`src/rtl/qspi_read_ctl.sv`:
```
// Quad-I/O fast-read (0xEB) sequencer for a SPI flash pin bundle.
// Each requested byte is returned over a valid/ready stream.
module qspi_read_ctl #(
  parameter int          CLKDIV = 1,
  parameter logic [7:0]  CMD    = 8'hEB,
  parameter int          DUMMY  = 4,
  parameter int          LENW   = 12
) (
  input  logic            clk,
  input  logic            rst,
  input  logic            req,
  input  logic [23:0]     addr,
  input  logic [LENW-1:0] len,
  output logic            busy,
  output logic            done,
  output logic [7:0]      rd_data,
  output logic            rd_valid,
  input  logic            rd_ready,
  output logic            sclk,
  output logic            cs_n,
  output logic [3:0]      qdo,
  output logic [3:0]      oe,
  input  logic [3:0]      qdi
);

  localparam int              DIVW       = (CLKDIV > 1) ? $clog2(CLKDIV) : 1;
  localparam int              ENDW       = $clog2(2 * CLKDIV + 1);
  localparam logic [DIVW-1:0] DIV_LAST   = DIVW'(CLKDIV - 1);
  localparam logic [ENDW-1:0] END_LAST   = ENDW'(2 * CLKDIV - 1);
  localparam logic [7:0]      DUMMY_LAST = 8'(DUMMY - 1);
  localparam logic [3:0]      QDO_IDLE   = 4'b1100;

  typedef enum logic [2:0] {
    S_IDLE, S_CMD, S_ADDR, S_MODE, S_DUMMY, S_DATA, S_END
  } state_t;

  state_t          state;
  logic [DIVW-1:0] div_cnt;
  logic [ENDW-1:0] end_cnt;
  logic [7:0]      bit_cnt;
  logic [7:0]      cmd_sh;
  logic [23:0]     addr_sh;
  logic [LENW-1:0] cnt;
  logic            nib;
  logic [3:0]      hi_nib;
  logic            shifting;
  logic            stall;
  logic            tick;
  logic            rise;
  logic            fall;

  // A byte's first low phase is held off while the previous byte is unclaimed.
  always_comb begin
    shifting = (state == S_CMD) || (state == S_ADDR) || (state == S_MODE) ||
               (state == S_DUMMY) || (state == S_DATA);
    stall    = (state == S_DATA) && !nib && !sclk && rd_valid && !rd_ready;
    tick     = shifting && !stall && (div_cnt == DIV_LAST);
    rise     = tick && !sclk;
    fall     = tick && sclk;
  end

  always_ff @(posedge clk) begin
    if (rst) begin
      state    <= S_IDLE;
      sclk     <= 1'b0;
      cs_n     <= 1'b1;
      oe       <= 4'h0;
      qdo      <= QDO_IDLE;
      rd_valid <= 1'b0;
      rd_data  <= 8'h00;
      busy     <= 1'b0;
      done     <= 1'b0;
      div_cnt  <= '0;
      end_cnt  <= '0;
      bit_cnt  <= 8'd0;
      nib      <= 1'b0;
    end else begin
      done <= 1'b0;
      if (rd_valid && rd_ready)
        rd_valid <= 1'b0;

      if (shifting && !stall)
        div_cnt <= tick ? '0 : div_cnt + 1'b1;

      // qdi is captured on the same clk edge that raises sclk.
      if (rise) begin
        sclk <= 1'b1;
        if (state == S_DATA) begin
          if (!nib) begin
            hi_nib <= qdi;
          end else begin
            rd_data  <= {hi_nib, qdi};
            rd_valid <= 1'b1;
          end
        end
      end
      if (fall)
        sclk <= 1'b0;

      case (state)
        S_IDLE: begin
          if (req) begin
            if (len == '0) begin
              done <= 1'b1;
            end else begin
              state   <= S_CMD;
              busy    <= 1'b1;
              cs_n    <= 1'b0;
              oe      <= 4'b1101;
              qdo     <= {3'b110, CMD[7]};
              cmd_sh  <= {CMD[6:0], 1'b0};
              addr_sh <= addr;
              cnt     <= len;
              bit_cnt <= 8'd0;
              div_cnt <= '0;
              nib     <= 1'b0;
            end
          end
        end

        S_CMD: begin
          if (fall) begin
            if (bit_cnt == 8'd7) begin
              state   <= S_ADDR;
              bit_cnt <= 8'd0;
              oe      <= 4'hF;
              qdo     <= addr_sh[23:20];
              addr_sh <= {addr_sh[19:0], 4'h0};
            end else begin
              bit_cnt <= bit_cnt + 8'd1;
              qdo[0]  <= cmd_sh[7];
              cmd_sh  <= {cmd_sh[6:0], 1'b0};
            end
          end
        end

        S_ADDR: begin
          if (fall) begin
            if (bit_cnt == 8'd5) begin
              state   <= S_MODE;
              bit_cnt <= 8'd0;
              qdo     <= 4'h0;
            end else begin
              bit_cnt <= bit_cnt + 8'd1;
              qdo     <= addr_sh[23:20];
              addr_sh <= {addr_sh[19:0], 4'h0};
            end
          end
        end

        // Mode byte 0x00 keeps the flash out of continuous-read mode.
        S_MODE: begin
          if (fall) begin
            if (bit_cnt == 8'd1) begin
              bit_cnt <= 8'd0;
              oe      <= 4'h0;
              qdo     <= 4'h0;
              nib     <= 1'b0;
              state   <= (DUMMY == 0) ? S_DATA : S_DUMMY;
            end else begin
              bit_cnt <= bit_cnt + 8'd1;
            end
          end
        end

        S_DUMMY: begin
          if (fall) begin
            if (bit_cnt == DUMMY_LAST) begin
              state   <= S_DATA;
              bit_cnt <= 8'd0;
              nib     <= 1'b0;
            end else begin
              bit_cnt <= bit_cnt + 8'd1;
            end
          end
        end

        S_DATA: begin
          if (fall) begin
            if (!nib) begin
              nib <= 1'b1;
            end else if (cnt == LENW'(1)) begin
              state   <= S_END;
              cs_n    <= 1'b1;
              qdo     <= QDO_IDLE;
              end_cnt <= '0;
              nib     <= 1'b0;
            end else begin
              cnt <= cnt - 1'b1;
              nib <= 1'b0;
            end
          end
        end

        // Deselect time is guaranteed before done; the last byte must be drained.
        S_END: begin
          if (end_cnt == END_LAST && !rd_valid) begin
            state <= S_IDLE;
            busy  <= 1'b0;
            done  <= 1'b1;
          end else if (end_cnt != END_LAST) begin
            end_cnt <= end_cnt + 1'b1;
          end
        end

        default: state <= S_IDLE;
      endcase
    end
  end

endmodule

```
`config.mk`:
```
export PLATFORM = sky130hd
export DESIGN_NAME = qspi_read_ctl
export DESIGN_NICKNAME = d
export VERILOG_FILES = /design/src/rtl/qspi_read_ctl.sv
export SDC_FILE = /design/constraint.sdc
export NUM_CORES = 1
export LEC_CHECK = 0
export BUFFER_PORTS_ARGS = -buffer_cell sky130_fd_sc_hd__buf_2
export CAP_MARGIN = 20
export CORE_MARGIN = 2
export CORE_UTILIZATION = 61
export CTS_CLUSTER_DIAMETER = 80
export DETAILED_ROUTE_END_ITERATION = 7
export HOLD_SLACK_MARGIN = 0.03
export PLACE_DENSITY_LB_ADDON = 0.1
export RECOVER_POWER = 25
export REMOVE_ABC_BUFFERS = 1
export SLEW_MARGIN = 20
export SYNTH_ARGS = -nofsm -noshare
export SYNTH_HDL_FRONTEND = slang
export SYNTH_SLANG_ARGS = --single-unit
```
`constraint.sdc`:
```
create_clock -name clk -period 7.68 [get_ports clk]
set_input_delay 0.384 -clock clk [delete_from_list [all_inputs] [get_ports clk]]
set_output_delay 0.384 -clock clk [all_outputs]
set_load 0.02 [all_outputs]
```
==> run metrics, run 1 <==
Core Box Area=6680 sq um; FMAX=0.324 GHz; max-cap viol count=0; Setup Buffers After CTS=0; largest family of logic cells by synthesized area=simple AND/OR/NAND/NOR gates; Cell Area, Synth=4160 sq um; Post-Synth Adder-Cell Area=0.0174; Slew Limit Headroom=0.110; Place WS=4640 ps; # setup viols final=0; Tcrit/Tclk final=0.402; Post-DRT Antenna Nets=0; Pwr per Cell Area=291 nW/um^2; first-pass GRT wire length=13,900 um; count of cell types in the netlist=74; # port buffers=64; GRT overflow=0; async set-reset flop share out of synthesis=0; clk slew on worst S/H paths=90 ps; Die W=86.6 um; commonest cells in the netlist=edfxtp_1, nand2_1, dfxtp_1; Initial Util=0.623; initial drt markers=203; post-synthesis mux area share=0.0854; type of origin of the critical path=flip-flop; worst-skew pair later-pin latency=350 ps; non-filler cells, final=535; count leader, synth=edfxtp_1; required time worst endpoint=7640 ps; peak supply drop=0.161 mV; xor-xnor portion of the synthesized cell area=0.0210; DR vias/cell=5.82; final core occ=0.694; RSZ-0062 raised after global routing=false; Worst Hold Class=in -> reg; via count=3,112; CTS tree=done; Layout area overhead=11.4%; DRT Pass-1 Iters=4; Clock Tree Buf Depth=2; row count=30; WL/cell=15.6 um; share of cells above drive strength 1=0.193; Mean Syn Cell Area=10.6 sq um; final critical-path required period=3080 ps; Inserted Clock Buffers=9; Total Neg Setup Slack=0 ps; worst-path fanout max=26; worst slew pin tran=1340 ps; Final Worst Setup Slack=4600 ps; Synth Area in Compound Gates=0.122; top cell type by total area after synthesis=edfxtp_1; final wirelength=8360 um; Synth Instances=394; Detailed Place HPWL=6030 um; post-synthesis sequential area ratio=0.503; placer congestion estimate=0.893; Post-CTS Resized=0; top_reg_cell synth=edfxtp_1; Leak=1.72 nW; chip height=86.6 um; largest net degree at the start of global routing=36; Synth Register Bits=81; Inst Count DP=519; crit path kind=reg -> reg; Max Transition Viols Final=0; hold-fix buffers at CTS=0; Overall Global Routing Usage=0.237; CP endpoint kind=flip-flop; Die ar.=7500 sq um; EDFF count, synth=47; final hold viol count=0; fillers=546; clock root buffer master=clkbuf_8; initial antenna violation count=0; Worst EP arrival=3050 ps; CTS Sinks=81; antenna cells=0; vias in the first global route=2,893; Clock Skew=13.2 ps; Top Ports=65; Area contributors post-synth=edfxtp_1, dfxtp_1, mux2_1; status=completed; Synth Area in Simple Gates=0.211; Synth warnings=0; Residual DRC=0; CTS H-Tree Depth=3; Final nets=499; share of the synthesized area in the top cell type=0.339; worst hold slack=221 ps
## worst max-delay path: stages (launching register included)
cell     delay [ps]
dfxtp_1         840
or3_1           420
and3_1          270
a21oi_1          90
o22ai_1         150
and3_1          900
## stage by stage
stage	instance area [sq um]	total power, mW
global placement	4480	1.06
floorplan	4030	0.940
detailed placement	4480	1.07
finish	4640	1.35
CTS	4670	1.37
global route	4640	1.43
## flip-flops by register name, summed over array words and instances, names as in the netlist, 2 cells and up
register and flops:
end_cnt 2, addr_sh 24, state 3, oe 2, hi_nib 4, rd_data 8
cnt 12, cmd_sh 7, qdo 4, bit_cnt 8
## placed cells by master, fill, tap and decap left out, types with 4 or more instances in the layout
cell type,synthesis,routed
ha_1,5,5
nor2b_1,7,8
buf_2,6,43
xor2_1,4,4
dfxtp_1,34,34
or3_1,6,6
nor4_1,7,6
inv_1,7,7
mux2_1,16,16
mux2_2,4,4
nand3_1,9,9
nor3_1,8,8
a21oi_1,28,28
or2_2,6,6
and3_1,7,7
o21ai_0,12,12
clkbuf_1,6,23
edfxtp_1,47,47
clkbuf_8,0,9
nor2_1,31,31
nand2_1,36,36
mux2i_1,13,13
xnor2_1,6,6
o21ai_1,4,4
nand2b_1,7,7
## final timing paths
check                start         end  slack [ps]  cells past startpoint
hold reg to reg     qdo[0]      qdo[0]         450                      2
setup / recovery  state[2]  addr_sh[9]        4600                      5
setup reg to reg  state[2]  addr_sh[9]        4600                      5
hold / removal      qdi[0]   hi_nib[0]         220                      1
## kinds of logic after synthesis
logic type	after synthesis
AND/OR/NAND/NOR	157
buffers and inverters	32
AO/OA/AOI/OAI	75
multiplexers	33
flip-flops	81
XOR/XNOR	10
adder cells (fa/ha/maj)	6
## routing by layer
layer,global-route usage,up-vias,share of wire
met2,0.370,88,0.47
li1,-,1556,-
met4,0.0881,0,0.020
met3,0.0505,17,0.053
met5,0,-,0
met1,0.326,1451,0.46
## report_power, final
group | internal [mW] | switching, mW | leakage (nW) | total [mW]
clock | 0.139 | 0.156 | 0.0958 | 0.295
sequential | 0.579 | 0.0645 | 0.706 | 0.643
combinational | 0.159 | 0.252 | 0.915 | 0.410
## area by class of cell
cell class              instances  area, sq um  area share
well taps                      80          100      0.0216
multi-input cells             281         1900       0.411
clock buffers                  11          153      0.0329
inverters                      10         37.5     0.00810
flip-flops and latches         81         2090       0.451
repair buffers                 67          313      0.0675
clock inverters                 5         36.3     0.00783
No activity file was read; power rests on OpenSTA's default activity.
==> inputs of run 2 (changes only) <==
Settings changed: CORE_UTILIZATION 61 to 57.
Clock period 7.68 ns to 3.2 ns, I/O delays scaled along.
==> run 2 against run 1 <==
Register-to-register slack got worse by 3900 ps. Critical path type unchanged. Highest routed layer unchanged. Clock power is 130% higher. Sequential cell count unchanged.
==> run metrics, run 2 (synthesized netlist as in run 1, its figures left out) <==
type of origin of the critical path=flip-flop; placed cell area=4540 sq um (+1.4%); Worst EP arrival=2730 ps (-320 ps); CTS Sinks=81 (unchanged); crit path kind=reg -> reg; WHS Endpoint=addr_sh[21]; first-pass GRT wire length=13,400 um (-3.6%); Total Neg Setup Slack=0 ps (unchanged); chip height=89.5 um (+3.3%); placer congestion estimate=0.891 (-0.20%); final critical-path required period=2510 ps (-574 ps); Inserted Clock Buffers=9 (unchanged); Layout area overhead=13.6%; Slew Limit Headroom=0.486 (+0.376); Post-DRT Antenna Nets=0 (unchanged); final instance area=4730 sq um (+2.0%); worst reg2reg path endpoint=qdo[1]; commonest non-fill, non-tap cell in the layout=edfxtp_1; max-cap viol count=0 (unchanged); Tcrit/Tclk final=0.784 (+0.383); non-filler cells, final=563 (+5.2%); Biggest register=addr_sh; GRT overflow=0 (unchanged); worst hold slack=80.6 ps (-140 ps); CTS H-Tree Depth=3 (unchanged); largest net degree at the start of global routing=36 (unchanged); Final nets=508 (+1.8%); Pwr per Cell Area=681 nW/um^2 (+130%); DRT Pass-1 Iters=4 (unchanged); Die ar.=8000 sq um (+6.7%); CTS tree=done; share of cells above drive strength 1=0.196 (+0.00271); vias in the first global route=2,842 (-1.8%); initial drt markers=150 (-26%); Die W=89.5 um (+3.3%); worst slew pin tran=766 ps (-569 ps); Detailed Place HPWL=5910 um (-2.0%); Reg2Reg Depth=6 (+1); Clock Tree Buf Depth=2 (unchanged); Max Transition Viols Final=0 (unchanged); Setup Buffers After CTS=0 (unchanged); Hold Path Origin=addr[21]; required time worst endpoint=3430 ps (-4210 ps); CP endpoint kind=flip-flop; Overall Global Routing Usage=0.220 (-0.0165); # setup viols final=0 (unchanged); Clock Skew=8.83 ps (-4.34 ps); row count=31 (+3.3%); status=completed; clock root buffer master=clkbuf_8; hold depth=2 (+1); R2R Setup Slk=690 ps (-3910 ps); final hold viol count=0 (unchanged); clk slew on worst S/H paths=90 ps (about the same); Residual DRC=0 (unchanged); commonest non-fill, non-tap cells in the layout=edfxtp_1, buf_2, nand2_1, dfxtp_1, nor2_1; FMAX=0.398 GHz (+23%); number of flip-flops in the largest register=24 (unchanged); Inst Count DP=543 (+4.6%); DR vias/cell=5.55 (-4.6%); # port buffers=64 (unchanged); initial antenna violation count=0 (unchanged); antenna cells=0 (unchanged); RSZ-0062 raised after global routing=false; fillers=632 (+16%); Initial Util=0.580 (-0.0429); RR Startpoint=state[1]; peak supply drop=0.520 mV (+220%); final wirelength=8300 um (-0.79%); via count=3,125 (+0.42%); top flop regs=addr_sh: 24 flops, cnt: 12 flops; Top Ports=65 (unchanged); Core Box Area=7180 sq um (+7.4%); Leak=1.74 nW (+1.2%); WL/cell=14.7 um (-5.7%); worst-path fanout max=21 (-19%); worst-skew pair later-pin latency=350 ps (about the same); Worst Hold Class=in -> reg
[run 2: critical path: stages, from the launching register on]
cell      delay (ps)
dfxtp_1          720
or3_1            430
nand3_4          110
or4_4            550
a211oi_4         320
mux2i_1          220
nor2_1            50
[run 2: worst max path at each step]
stage / from / to / slack, ps / cells after the start
final: state[1] / qdo[1] / 690 / 6
after global routing: state[0] / rd_data[0] / 500 / 6
after CTS: state[1] / qdo[1] / 700 / 6
after detailed placement: state[1] / qdo[1] / 700 / 6
after global placement: state[1] / qdo[1] / 760 / 6
after floorplan: state[2] / cnt[0] / 270 / 4
[run 2: final cells by class]
class	count	area, sq um	share of cell area
clock buffers	9	124	0.0262
multi-input cells	281	1910	0.403
repair buffers	76	389	0.0823
flip-flops and latches	81	2090	0.442
well taps	99	124	0.0262
clock inverters	7	55.1	0.0116
inverters	10	37.5	0.00794
[run 2: through the flow]
| stage | power, mW | utilization | setup WS (ps) |
|---|---|---|---|
| 6_report | 3.22 | 0.659 | 691 |
| 5_1_grt | 3.43 | 0.659 | 497 |
| 4_1_cts | 3.26 | 0.664 | 703 |
| 3_5_place_dp | 2.58 | 0.633 | 705 |
| 3_3_place_gp | 2.55 | 0.633 | 756 |
| 2_1_floorplan | 2.26 | - | 267 |
[run 2: per-layer routing]
layer | GRT usage | vias to the layer above | part of all wire
met5 | 0 | - | 0
met4 | 0.0909 | 0 | 0.016
met3 | 0.0462 | 13 | 0.045
met2 | 0.349 | 75 | 0.47
met1 | 0.294 | 1464 | 0.47
li1 | - | 1573 | -
[run 2: timing repair]
action / in CTS / in global routing
hold endpoints to repair: 4 / 0
hold buffers: 4 / 0
gates resized for setup: 0 / 0
[run 2: power breakdown]
group          total, mW  internal, mW  switching, mW
logic               1.02         0.398          0.619
clock network      0.679         0.288          0.391
registers           1.52          1.39          0.137
==> inputs of run 3 (changes only) <==
Settings changed: CORE_UTILIZATION 57 to 51.
Clock period 3.2 ns to 2.2 ns, I/O delays scaled along.
==> run 3 against run 2 <==
Non-clock buffer count is 27 higher. First-iteration DRC count increased by 34%. Sequential share of layout area down 2.6 points. Register-to-register slack got worse by 640 ps. Wire length up 8.5%. Fmax up 17%. Critical path depth is 1 higher. Sequential power up 44%. Count of clock-buffer cells in the layout rose by 1. Design area is 6.2% higher. Sequential cell count unchanged. Largest cell class unchanged. Highest routed layer unchanged.
==> run metrics, run 3 (synthesized netlist as in run 1, its figures left out) <==
worst-skew pair later-pin latency=350 ps (about the same); Biggest register=addr_sh; final instance area=5020 sq um (+6.2%); Pwr Total=5.10 mW (+58%); worst-path fanout max=5 (-76%); CP endpoint kind=flip-flop; commonest non-fill, non-tap cell in the layout=edfxtp_1; Detailed Place HPWL=6590 um (+11%); status=completed; Inserted Clock Buffers=9 (unchanged); Worst EP arrival=2420 ps (-310 ps); Layout area overhead=20.6%; initial antenna violation count=0 (unchanged); final wirelength=9010 um (+8.5%); DRT Pass-1 Iters=4 (unchanged); Clock Tree Buf Depth=2 (unchanged); row count=32 (+3.2%); Inst Count DP=570 (+5.0%); Final nets=535 (+5.3%); Pwr per Cell Area=1020 nW/um^2 (+49%); Max Transition Viols Final=0 (unchanged); RSZ-0062 raised after global routing=true; # setup viols final=0 (unchanged); Place WS=10.9 ps (-694 ps); placed cell area=4770 sq um (+4.9%); Die ar.=8900 sq um (+11%); Initial Util=0.533 (-0.0469); Worst Hold Class=in -> reg; type of origin of the critical path=flip-flop; top flop regs=addr_sh: 24 flops, cnt: 12 flops; GRT overflow=0 (unchanged); largest net degree at the start of global routing=27 (-25%); chip height=94.3 um (+5.5%); via count=3,272 (+4.7%); max-cap viol count=0 (unchanged); vias in the first global route=3,153 (+11%); final critical-path required period=2150 ps (-362 ps); commonest non-fill, non-tap cells in the layout=edfxtp_1, buf_2, nand2_1, dfxtp_1, nor2_1; Leak=1.91 nW (+9.6%); clock root buffer master=clkbuf_8; Top Ports=65 (unchanged); share of cells above drive strength 1=0.244 (+0.0483); FMAX=0.466 GHz (+17%); initial drt markers=201 (+34%); Clock Skew=11.1 ps (+2.27 ps); worst-path cell chain=nor4_4 > nand4_2 > or4_4 > a211oi_4 > buf_6 > nor3_2 > a21oi_1; placer congestion estimate=0.900 (+1.0%); Core Box Area=7810 sq um (+8.8%); Residual DRC=0 (unchanged); number of flip-flops in the largest register=24 (unchanged); Slowest-stage cell, CP=or4_4; CTS Sinks=81 (unchanged); required time worst endpoint=2470 ps (-960 ps); Tcrit/Tclk final=0.976 (+0.192); first-pass GRT wire length=14,900 um (+11%); non-filler cells, final=593 (+5.3%); crit path kind=reg -> reg; DR vias/cell=5.52 (-0.59%); Die W=94.3 um (+5.5%); antenna cells=0 (unchanged); worst slew pin tran=494 ps (-273 ps); final hold viol count=0 (unchanged); CTS tree=done; CTS H-Tree Depth=3 (unchanged); Slew Limit Headroom=0.671 (+0.185); clk slew on worst S/H paths=90 ps (about the same); Final Worst Setup Slack=53.0 ps (-638 ps); Post-DRT Antenna Nets=0 (unchanged); max incr delay on CP=500 ps (-220 ps); Overall Global Routing Usage=0.212 (-0.00778); # port buffers=64 (unchanged); WL/cell=15.2 um (+3.1%); peak supply drop=0.577 mV (+11%)
## run 3: changes by cell type in the layout (fill, tap and decap cells not counted), sizes merged
cell         previous run  this run
clkbuf                 34        36
dlygate4sd3             4         5
buf                    47        72
bufinv                  0         1
clkinvlp                3         1
## run 3: worst paths after layout
check,startpoint,end,slack (ps),cells after the start
max,cnt[6],qdo[3],50,7
min,addr[8],addr_sh[8],40,2
max reg2reg,cnt[6],qdo[3],50,7
min reg2reg,oe[1],oe[1],460,2
## run 3: worst max-delay path: cells and delay by family (launching register included)
kind | cells | cell delay (ps)
buffers and inverters | 1 | 150
AO/OA/AOI/OAI | 2 | 400
flip-flops | 1 | 480
AND/OR/NAND/NOR | 4 | 1050
## run 3: metal layers
metal	share of wire	track usage	routed length [um]
met3	0.069	0.0527	619
met4	0.012	0.0543	108
met2	0.46	0.348	4120
met5	0	0	0
met1	0.46	0.284	4160
## run 3: metrics by stage
stage | hold WS, ps | util | setup TNS [ps]
final | 44.0 | 0.643 | 0
after global routing | 42.5 | 0.643 | -351
after CTS | 33.2 | 0.642 | 0
after detailed placement | 309 | 0.610 | 0
after global placement | 301 | 0.610 | 0
after floorplan | 179 | - | -28850
## run 3: area by class of cell
| cell class | instances | area, sq um |
|---|---|---|
| Inverter | 10 | 37.5 |
| Clock inverter | 6 | 66.3 |
| Clock buffer | 10 | 128 |
| Timing Repair Buffer | 103 | 629 |
| Tap cell | 102 | 128 |
| Multi-Input combinational cell | 281 | 1940 |
| Fill cell | 669 | 2790 |
| Sequential cell | 81 | 2090 |
## run 3: what timing repair did
item	4_1_cts	5_1_grt
resized for setup	1	7
endpoints found under the setup margin	2	9
setup buffers	0	2
hold endpoints to repair	9	0
pin swaps	0	1
hold buffers	5	0
## run 3: power breakdown
group / leakage (nW) / internal [mW] / total, mW / switching [mW]
clock: 0.0972 / 0.530 / 1.08 / 0.552
sequential: 0.706 / 2.02 / 2.19 / 0.170
combinational: 1.10 / 0.809 / 1.83 / 1.02
total: 1.91 / 3.35 / 5.10 / 1.74
